[config.mk]
export PLATFORM = sky130hd
export DESIGN_NAME = sll_arb_64b
export DESIGN_NICKNAME = d
export VERILOG_FILES = /design/src/rtl/sll_arb_64b.sv
export SDC_FILE = /design/constraint.sdc
export NUM_CORES = 1
export LEC_CHECK = 0
export ABC_AREA = 1
export BUFFER_PORTS_ARGS = -buffer_cell sky130_fd_sc_hd__clkbuf_2
export CAP_MARGIN = 40
export CORE_ASPECT_RATIO = 0.9
export CORE_UTILIZATION = 35
export CTS_BUF_LIST = sky130_fd_sc_hd__clkbuf_4 sky130_fd_sc_hd__clkbuf_8
export DETAILED_ROUTE_END_ITERATION = 12
export MAX_ROUTING_LAYER = met4
export PLACE_DENSITY_LB_ADDON = 0.1
export SLEW_MARGIN = 20
export SYNTH_ARGS = -nofsm -noshare
export SYNTH_HDL_FRONTEND = slang
export SYNTH_SLANG_ARGS = --single-unit
export TNS_END_PERCENT = 20
[constraint.sdc]
create_clock -name clk_i -period 5.5 [get_ports clk_i]
set_clock_uncertainty 0.15 [all_clocks]
set_input_delay 1.1 -clock clk_i [delete_from_list [all_inputs] [get_ports clk_i]]
set_output_delay 1.1 -clock clk_i [all_outputs]
set_load 0.01 [all_outputs]
[src/rtl/sll_arb_64b.sv]
// Round-robin arbiter sharing one 64-bit left shifter between requesters.
// Sequences init/done with the shifter; a watchdog returns an error on timeout.
module sll_arb_64b #(
  parameter int N_REQ   = 4,
  parameter int TIMEOUT = 15
) (
  input  logic                clk_i,
  input  logic                rst_n_i,
  input  logic [N_REQ-1:0]    req_valid_i,
  output logic [N_REQ-1:0]    req_ready_o,
  input  logic [6*N_REQ-1:0]  req_shift_i,
  input  logic [64*N_REQ-1:0] req_data_i,
  output logic [N_REQ-1:0]    rsp_valid_o,
  input  logic [N_REQ-1:0]    rsp_ready_i,
  output logic [63:0]         rsp_data_o,
  output logic                rsp_err_o,
  output logic                sh_init_o,
  output logic [5:0]          sh_shift_o,
  output logic [63:0]         sh_data_o,
  input  logic                sh_done_i,
  input  logic [63:0]         sh_data_i
);

  localparam int PW = $clog2(N_REQ);

  typedef enum logic [1:0] {
    IDLE,
    BUSY,
    RESP
  } state_e;

  state_e      state_q, state_d;
  logic [PW-1:0] ptr_q, ptr_d;
  logic [PW-1:0] gnt_q, gnt_d;
  logic [5:0]  shift_q, shift_d;
  logic [63:0] data_q, data_d;
  logic [63:0] res_q, res_d;
  logic        err_q, err_d;
  logic [7:0]  wd_q, wd_d;

  logic             found;
  logic [PW-1:0]    pick;
  logic [N_REQ-1:0] pick_oh;
  logic [5:0]       pick_shift;
  logic [63:0]      pick_data;
  int               idx;

  // search starts just after the last served requester
  always_comb begin
    found      = 1'b0;
    pick       = '0;
    pick_oh    = '0;
    pick_shift = '0;
    pick_data  = '0;
    idx        = 0;
    for (int i = 1; i <= N_REQ; i++) begin
      idx = int'(ptr_q) + i;
      if (idx >= N_REQ) idx = idx - N_REQ;
      if (!found && req_valid_i[idx]) begin
        found        = 1'b1;
        pick         = PW'(idx);
        pick_oh[idx] = 1'b1;
        pick_shift   = req_shift_i[6*idx +: 6];
        pick_data    = req_data_i[64*idx +: 64];
      end
    end
  end

  always_comb begin
    state_d     = state_q;
    ptr_d       = ptr_q;
    gnt_d       = gnt_q;
    shift_d     = shift_q;
    data_d      = data_q;
    res_d       = res_q;
    err_d       = err_q;
    wd_d        = wd_q;
    req_ready_o = '0;
    sh_init_o   = 1'b0;
    unique case (state_q)
      IDLE: begin
        if (found) begin
          req_ready_o = pick_oh;
          gnt_d       = pick;
          shift_d     = pick_shift;
          data_d      = pick_data;
          wd_d        = 8'd0;
          state_d     = BUSY;
        end
      end
      BUSY: begin
        sh_init_o = 1'b1;
        if (sh_done_i) begin
          res_d   = sh_data_i;
          err_d   = 1'b0;
          state_d = RESP;
        end else if (wd_q == 8'(TIMEOUT)) begin
          res_d   = '0;
          err_d   = 1'b1;
          state_d = RESP;
        end else begin
          wd_d = wd_q + 8'd1;
        end
      end
      RESP: begin
        if (rsp_ready_i[gnt_q]) begin
          ptr_d   = gnt_q;
          state_d = IDLE;
        end
      end
      default: state_d = IDLE;
    endcase
  end

  always_comb begin
    rsp_valid_o = '0;
    for (int k = 0; k < N_REQ; k++) begin
      rsp_valid_o[k] = (state_q == RESP) && (gnt_q == PW'(k));
    end
  end

  always_ff @(posedge clk_i) begin
    if (!rst_n_i) begin
      state_q <= IDLE;
      ptr_q   <= PW'(N_REQ - 1);
      gnt_q   <= '0;
      shift_q <= '0;
      data_q  <= '0;
      res_q   <= '0;
      err_q   <= 1'b0;
      wd_q    <= '0;
    end else begin
      state_q <= state_d;
      ptr_q   <= ptr_d;
      gnt_q   <= gnt_d;
      shift_q <= shift_d;
      data_q  <= data_d;
      res_q   <= res_d;
      err_q   <= err_d;
      wd_q    <= wd_d;
    end
  end

  assign sh_shift_o = shift_q;
  assign sh_data_o  = data_q;
  assign rsp_data_o = res_q;
  assign rsp_err_o  = err_q;

endmodule

==> flow_metrics.py, run 1 <==
metrics = {
    "setup_path": {
        "r2r_end": "sh_data_o[16]",
        "path_cells": "inv_4, ha_4, inv_4, nand3_1, nand2_2, inv_2, nand3_2, clkinv_1, a21oi_1, o21ai_0, nand2_1, inv_1, clkbuf_2",
        "critPathMaxFanout": 55,
        "path_class": "flip-flop to output port",
        "reg2reg_depth": 15,
        "worstReg2RegStart": "ptr_q[0]",
        "slowest_delay_ns": 0.47,
        "rrSetupSlack_ns": 1.54,
        "critPathCaptureType": "output port",
        "cp.arrival_ns": 3.72,
        "crit_family": "buffers and inverters",
        "cp_slowest_cell": "clkinv_1",
        "cp-start-kind": "flip-flop",
        "worst-path-buf-inv": 6,
        "worstPathRequired_ns": 4.25,
        "cp_common_cell": "inv_4",
    },
    "clocking": {
        "cts_made_buffers": 17,
        "cts_hold_buf": 0,
        "clk_latency_ns": 0.50,
        "clk_pin_slew_worst_paths_ns": 0.10,
        "cts-root-buf": "clkbuf_8",
        "cts_resized": 0,
        "cts_htree_levels": 4,
        "max-clock-path-buffers": 2,
        "cts.sinks": 149,
        "cts_setup_buffers": 0,
        "cts_tree": "done",
    },
    "timing": {
        "fin_setup_tns_ns": 0,
        "period_needed_ns": 4.97,
        "finalSetupViolCount": 0,
        "rsz0062_at_grt": "no",
        "slew_headroom_pct": 33.0,
        "hold_viol_final": 0,
        "maxSlewViolCount": 0,
        "fmax_ghz": 0.201,
        "tightest_slew_ns": 1.01,
        "timing.final.ws_setup_ns": 0.532,
        "post-route-period-util_pct": 90.3,
    },
    "yosys": {
        "synth_warnings": 0,
        "synth.area.top_cells": "nand2_1 28%, dfxtp_1 20%, o21ai_0 12%, nand3_1 6.1%, nor2_1 6.0%",
        "synth_cells": 2908,
        "synth_nets": 3274,
        "yosysTopAreaCell": "nand2_1",
        "syn-mean-instance-area_sq_um": 5.25,
        "synth.yosys.seq_area_share_pct": 19.5,
        "synthDistinctLibCells": 39,
        "ys_ff_latch": 149,
        "synth_top_area_share_pct": 28.4,
        "synth_area_sq_um": 15300,
    },
    "grt": {
        "met1_usage_pct": 37.9,
        "antenna_found_initial": 8,
        "grt_pass1_vias": 18700,
        "met3_usage_pct": 4.93,
        "gr-total-overflow": 0,
        "grt_max_degree": 248,
        "grt_pass1_wl_um": 104000,
        "grtUsageMet2_pct": 49.1,
        "gr-usage-all-layers_pct": 30.0,
        "top_usage_layer": "met2",
    },
    "worst_hold_path": {
        "min-delay-start": "sh_data_o[26]",
        "min-delay-path-class": "flip-flop to flip-flop",
        "hold_depth": 2,
        "whs_endpoint": "sh_data_o[26]",
    },
    "routing": {
        "wire_per_inst_um": 17.3,
        "viasPerCell": 5.25,
        "first_iter_violations": 1465,
        "via_count": 20000,
        "wirelength_um": 66100,
        "dr.pass1.iters": 8,
        "ant_nets": 0,
        "drc": 0,
    },
    "floorplanning": {
        "coreArea_sq_um": 43000,
        "ios": 499,
        "die-width_um": 222,
        "die_area_sq_um": 44500,
        "die_h_um": 200,
        "initial_utilization_pct": 35.5,
        "rows": 72,
    },
    "layout": {
        "fin_util_pct": 42.7,
        "area_growth_syn_to_layout_pct": 20.3,
        "n_fill_cell": 4829,
        "layout-drive-gt1-share_pct": 19.0,
        "nets": 3613,
    },
    "pwr": {
        "power_mw": 3.95,
        "vdd_drop_max_mv": 0.150,
        "cellLeakagePower_nw": 9.92,
        "p_per_area_nw_per_um2": 215,
    },
    "place": {
        "io_buffers": 498,
        "gp_congestion": 0.952,
        "dp_slack_ns": 1.04,
        "dp_hpwl_um": 47300,
    },
    "status": {
        "status": "finished, final reports clean",
    },
    "job": {
        "max_cap_violations": 0,
    },
}
[registers in the layout, indices dropped and copies added, names as in the netlist]
register    flops
ptr_q           2
state_q         2
wd_q            8
rsp_data_o     64
gnt_q           2
rsp_err_o       1
sh_shift_o      6
sh_data_o      64
[cell usage after synthesis]
library cell  instances
nor3_1               14
o21ai_1              17
nand4_1              26
o22ai_1              65
buf_2                75
o21ai_0             378
buf_6                10
o21ai_2               1
o31ai_1               2
clkbuf_1            105
and3_1                1
a22oi_1               2
clkinv_1              3
xnor2_1               1
nor2_1              244
buf_1                21
nand3_2               2
dfxtp_1             149
buf_4                 5
nand2_4               1
a21oi_1              98
ha_1                 11
nor2_2                2
a31oi_1               1
o221ai_1              2
nor2_8                1
nand3_1             186
or2_2                25
conb_1                1
nand2_2               4
nand2_1            1156
o211ai_1             61
xor2_1                5
inv_1               199
nand3b_1             11
and2_1                1
inv_2                 6
mux2i_1              14
nor2_4                2
[where the power goes]
group	internal, mW	leakage (nW)	total (mW)	switching (mW)
Sequential	1.20	1.22	1.29	0.0868
Clock	0.379	0.196	0.915	0.536
Combinational	0.605	8.51	1.75	1.14
[worst max-delay path by stage]
stage	to	startpoint	depth (start not counted)	slack [ns]
floorplan	req_ready_o[0]	ptr_q[1]	20	1.45
global placement	req_ready_o[1]	ptr_q[1]	13	1.12
detailed placement	req_ready_o[1]	ptr_q[1]	13	1.04
CTS	req_ready_o[1]	ptr_q[1]	13	0.47
global route	req_ready_o[1]	ptr_q[1]	13	0.17
finish	req_ready_o[1]	ptr_q[1]	13	0.53
[final cells by class]
class	count	area [sq um]	area share, %
multi-input combinational	2335	10500	57.4
tap	555	694	3.78
inverter	208	791	4.30
clock buffer	17	234	1.27
clock inverter	14	161	0.879
sequential	149	2990	16.3
antenna	8	20.0	0.109
timing repair buffer	536	2940	16.0
[cell usage in the layout, fill, tap and decap left out, types with 14 or more instances in the layout]
| master | instances |
|---|---|
| a21oi_1 | 98 |
| buf_4 | 28 |
| clkbuf_2 | 498 |
| clkbuf_8 | 17 |
| dfxtp_1 | 147 |
| inv_1 | 197 |
| mux2i_1 | 14 |
| nand2_1 | 1154 |
| nand3_1 | 186 |
| nand4_1 | 26 |
| nor2_1 | 243 |
| nor3_1 | 14 |
| o211ai_1 | 61 |
| o21ai_0 | 378 |
| o21ai_1 | 17 |
| o22ai_1 | 65 |
| or2_2 | 25 |
[metrics by stage]
stage	hold slack, ns	instance area [sq um]	std cells
final	0.309	18400	3822
after global routing	0.329	18400	3822
after CTS	0.310	18300	3813
after detailed placement	0.294	17900	3782
after global placement	0.291	17800	3775
after floorplan	0.323	15300	2908
[per-layer routing]
metal  up-vias  wire [um]
li1      10100          -
met1      9164      29100
met2       723      31100
met3        73       4640
met4         0       1340
met5         -          0
[logic make-up (layout without fill, tap and decap cells)]
family | Yosys count | in the layout | share of synthesized area (%)
flops | 149 | 149 | 19.5
mux | 14 | 14 | 0.918
fa+ha+maj | 11 | 11 | 0.901
simple gates | 1676 | 1676 | 44.4
other cells | 1 | 9 | 0.0246
compound gates | 627 | 627 | 22.2
buf+inv | 424 | 775 | 11.7
xor+xnor | 6 | 6 | 0.344
[tightest hold or removal path, cell delays in order (launching register included)]
cell	delay (ns)
dfxtp_1	0.32
nand2_1	0.06
nand2_1	0.05
Power figures use the tool's default switching activity.
==> inputs of run 2 (changes only) <==
Settings changed: CELL_PAD_IN_SITES_DETAIL_PLACEMENT set to 0, CELL_PAD_IN_SITES_GLOBAL_PLACEMENT set to 2, CORE_UTILIZATION 35 to 27.
==> flow_metrics.py, run 2 (same netlist as run 1, synthesis figures left out) <==
metrics = {
    "layout": {
        "area_growth_syn_to_layout_pct": 22.4,
        "regArea_sq_um": 2990,
        "n_fill_cell": 6502,
        "final_common_cell": "nand2_1",
        "nets": 3620,
        "layout-drive-gt1-share_pct": 19.2,
        "multi_input_area_sq_um": 10500,
        "final_cells": 4032,
        "final_cell_mix": "1,154 x nand2_1, 498 x clkbuf_2, 378 x o21ai_0, 243 x nor2_1, 196 x inv_1",
    },
    "timing": {
        "fin_setup_tns_ns": 0,
        "tightest_slew_ns": 0.886,
        "period_needed_ns": 4.81,
        "hold_viol_final": 0,
        "maxSlewViolCount": 0,
        "post-route-period-util_pct": 87.5,
        "slew_headroom_pct": 41.0,
        "finalSetupViolCount": 0,
        "fmax_ghz": 0.208,
        "timing.final.ws_setup_ns": 0.689,
        "rsz0062_at_grt": "no",
    },
    "place": {
        "dp_cells": 3987,
        "gp_congestion": 0.889,
        "dp_slack_ns": 1.29,
        "dp_hpwl_um": 53400,
        "io_buffers": 498,
    },
    "clocking": {
        "cts_made_buffers": 17,
        "clk_latency_ns": 0.51,
        "cts-root-buf": "clkbuf_8",
        "cts.sinks": 149,
        "cts_tree": "done",
        "cts_hold_buf": 0,
        "cts_setup_buffers": 0,
        "max-clock-path-buffers": 2,
        "clk_pin_slew_worst_paths_ns": 0.11,
        "cts_resized": 0,
        "cts_htree_levels": 4,
    },
    "job": {
        "max_cap_violations": 0,
    },
    "setup_path": {
        "rrSetupSlack_ns": 1.38,
        "slowest_delay_ns": 0.59,
        "crit_family": "simple AND/OR/NAND/NOR gates",
        "cp-start-kind": "flip-flop",
        "r2r_end": "sh_data_o[46]",
        "critPathCapture": "req_ready_o[1]",
        "worstReg2RegStart": "ptr_q[0]",
        "worstPathRequired_ns": 4.25,
        "critPathMaxFanout": 41,
        "path_cells": "inv_6, ha_4, inv_6, nand3_1, nand2_2, nor2_4, nand3b_1, o21ai_0, nand2_1, inv_1, clkbuf_2",
        "path_class": "flip-flop to output port",
        "cp.arrival_ns": 3.56,
        "worst-path-buf-inv": 4,
        "crit_start": "ptr_q[0]",
        "worstSetupPathDepth": 11,
        "reg2reg_depth": 12,
        "cp_slowest_cell": "dfxtp_4",
        "critPathCaptureType": "output port",
        "cp_common_cell": "inv_6",
    },
    "routing": {
        "first_iter_violations": 1461,
        "drc": 0,
        "wl_met1_um": 34100,
        "wirelength_um": 74600,
        "viasPerCell": 4.99,
        "via_count": 20100,
        "ant_nets": 0,
        "top_layer": "met4",
        "dr_wl_met2_um": 34500,
        "wl_met3_um": 4860,
        "wire_per_inst_um": 18.5,
        "dr.pass1.iters": 7,
    },
    "pwr": {
        "vdd_drop_max_mv": 0.156,
        "power_mw": 4.02,
        "cellLeakagePower_nw": 9.96,
        "p_per_area_nw_per_um2": 215,
    },
    "grt": {
        "gr-usage-all-layers_pct": 25.8,
        "gr-total-overflow": 0,
        "grt_max_degree": 89,
        "grt_pass1_wl_um": 111000,
        "grt_pass1_vias": 18700,
        "antenna_found_initial": 8,
    },
    "floorplanning": {
        "coreArea_sq_um": 55800,
        "ios": 499,
        "die-width_um": 253,
        "initial_utilization_pct": 27.4,
        "die_h_um": 228,
        "rows": 82,
        "die_area_sq_um": 57500,
    },
    "worst_hold_path": {
        "min-delay-path-class": "flip-flop to flip-flop",
    },
    "status": {
        "status": "finished, final reports clean",
    },
}
## run 2: cell count changes in the layout (fill, tap and decap cells not counted), sizes merged
cell / change
bufinv: -1
buf: +7
clkinvlp: -1
inv: +3
diode: +1
## run 2: cell type report
class	count	share of cell area (%)
tap	756	5.06
timing repair buffer	543	16.1
multi-input combinational	2335	56.4
clock inverter	15	0.824
clock buffer	17	1.25
inverter	208	4.24
antenna	9	0.121
sequential	149	16.0
## run 2: worst min-delay path by stage
stage	startpoint	depth (start not counted)	end
5_1_grt	rsp_data_o[9]	2	rsp_data_o[9]
4_1_cts	sh_shift_o[0]	2	sh_shift_o[0]
2_1_floorplan	wd_q[2]	2	wd_q[2]
6_report	sh_shift_o[0]	2	sh_shift_o[0]
3_3_place_gp	sh_data_o[18]	2	sh_data_o[18]
3_5_place_dp	sh_data_o[0]	2	sh_data_o[0]
## run 2: worst min-delay path, delay by kind of cell (launching register included)
kind	cells	cell delay (ns)
flip-flops	1	0.33
AND/OR/NAND/NOR	2	0.10
## run 2: metrics by stage
step           util [%]  instance area [sq um]  hold slack [ns]
6_report           33.5                  18700            0.308
5_1_grt            33.5                  18700            0.326
4_1_cts            33.2                  18600            0.312
3_5_place_dp       32.6                  18200            0.290
3_3_place_gp       32.3                  18000            0.290
2_1_floorplan         -                  15300            0.323
## run 2: power by group
part	total, mW	switching [mW]	internal [mW]	leakage (nW)
registers	1.31	0.103	1.20	1.22
clock network	0.928	0.584	0.344	0.198
logic	1.79	1.17	0.614	8.55
total	4.02	1.86	2.16	9.96
## run 2: layer usage
layer	vias to the layer above	global-route usage, %
met5	-	-
met4	0	6.08
met3	61	4.33
met2	640	41.6
met1	9324	33.5
li1	10100	-
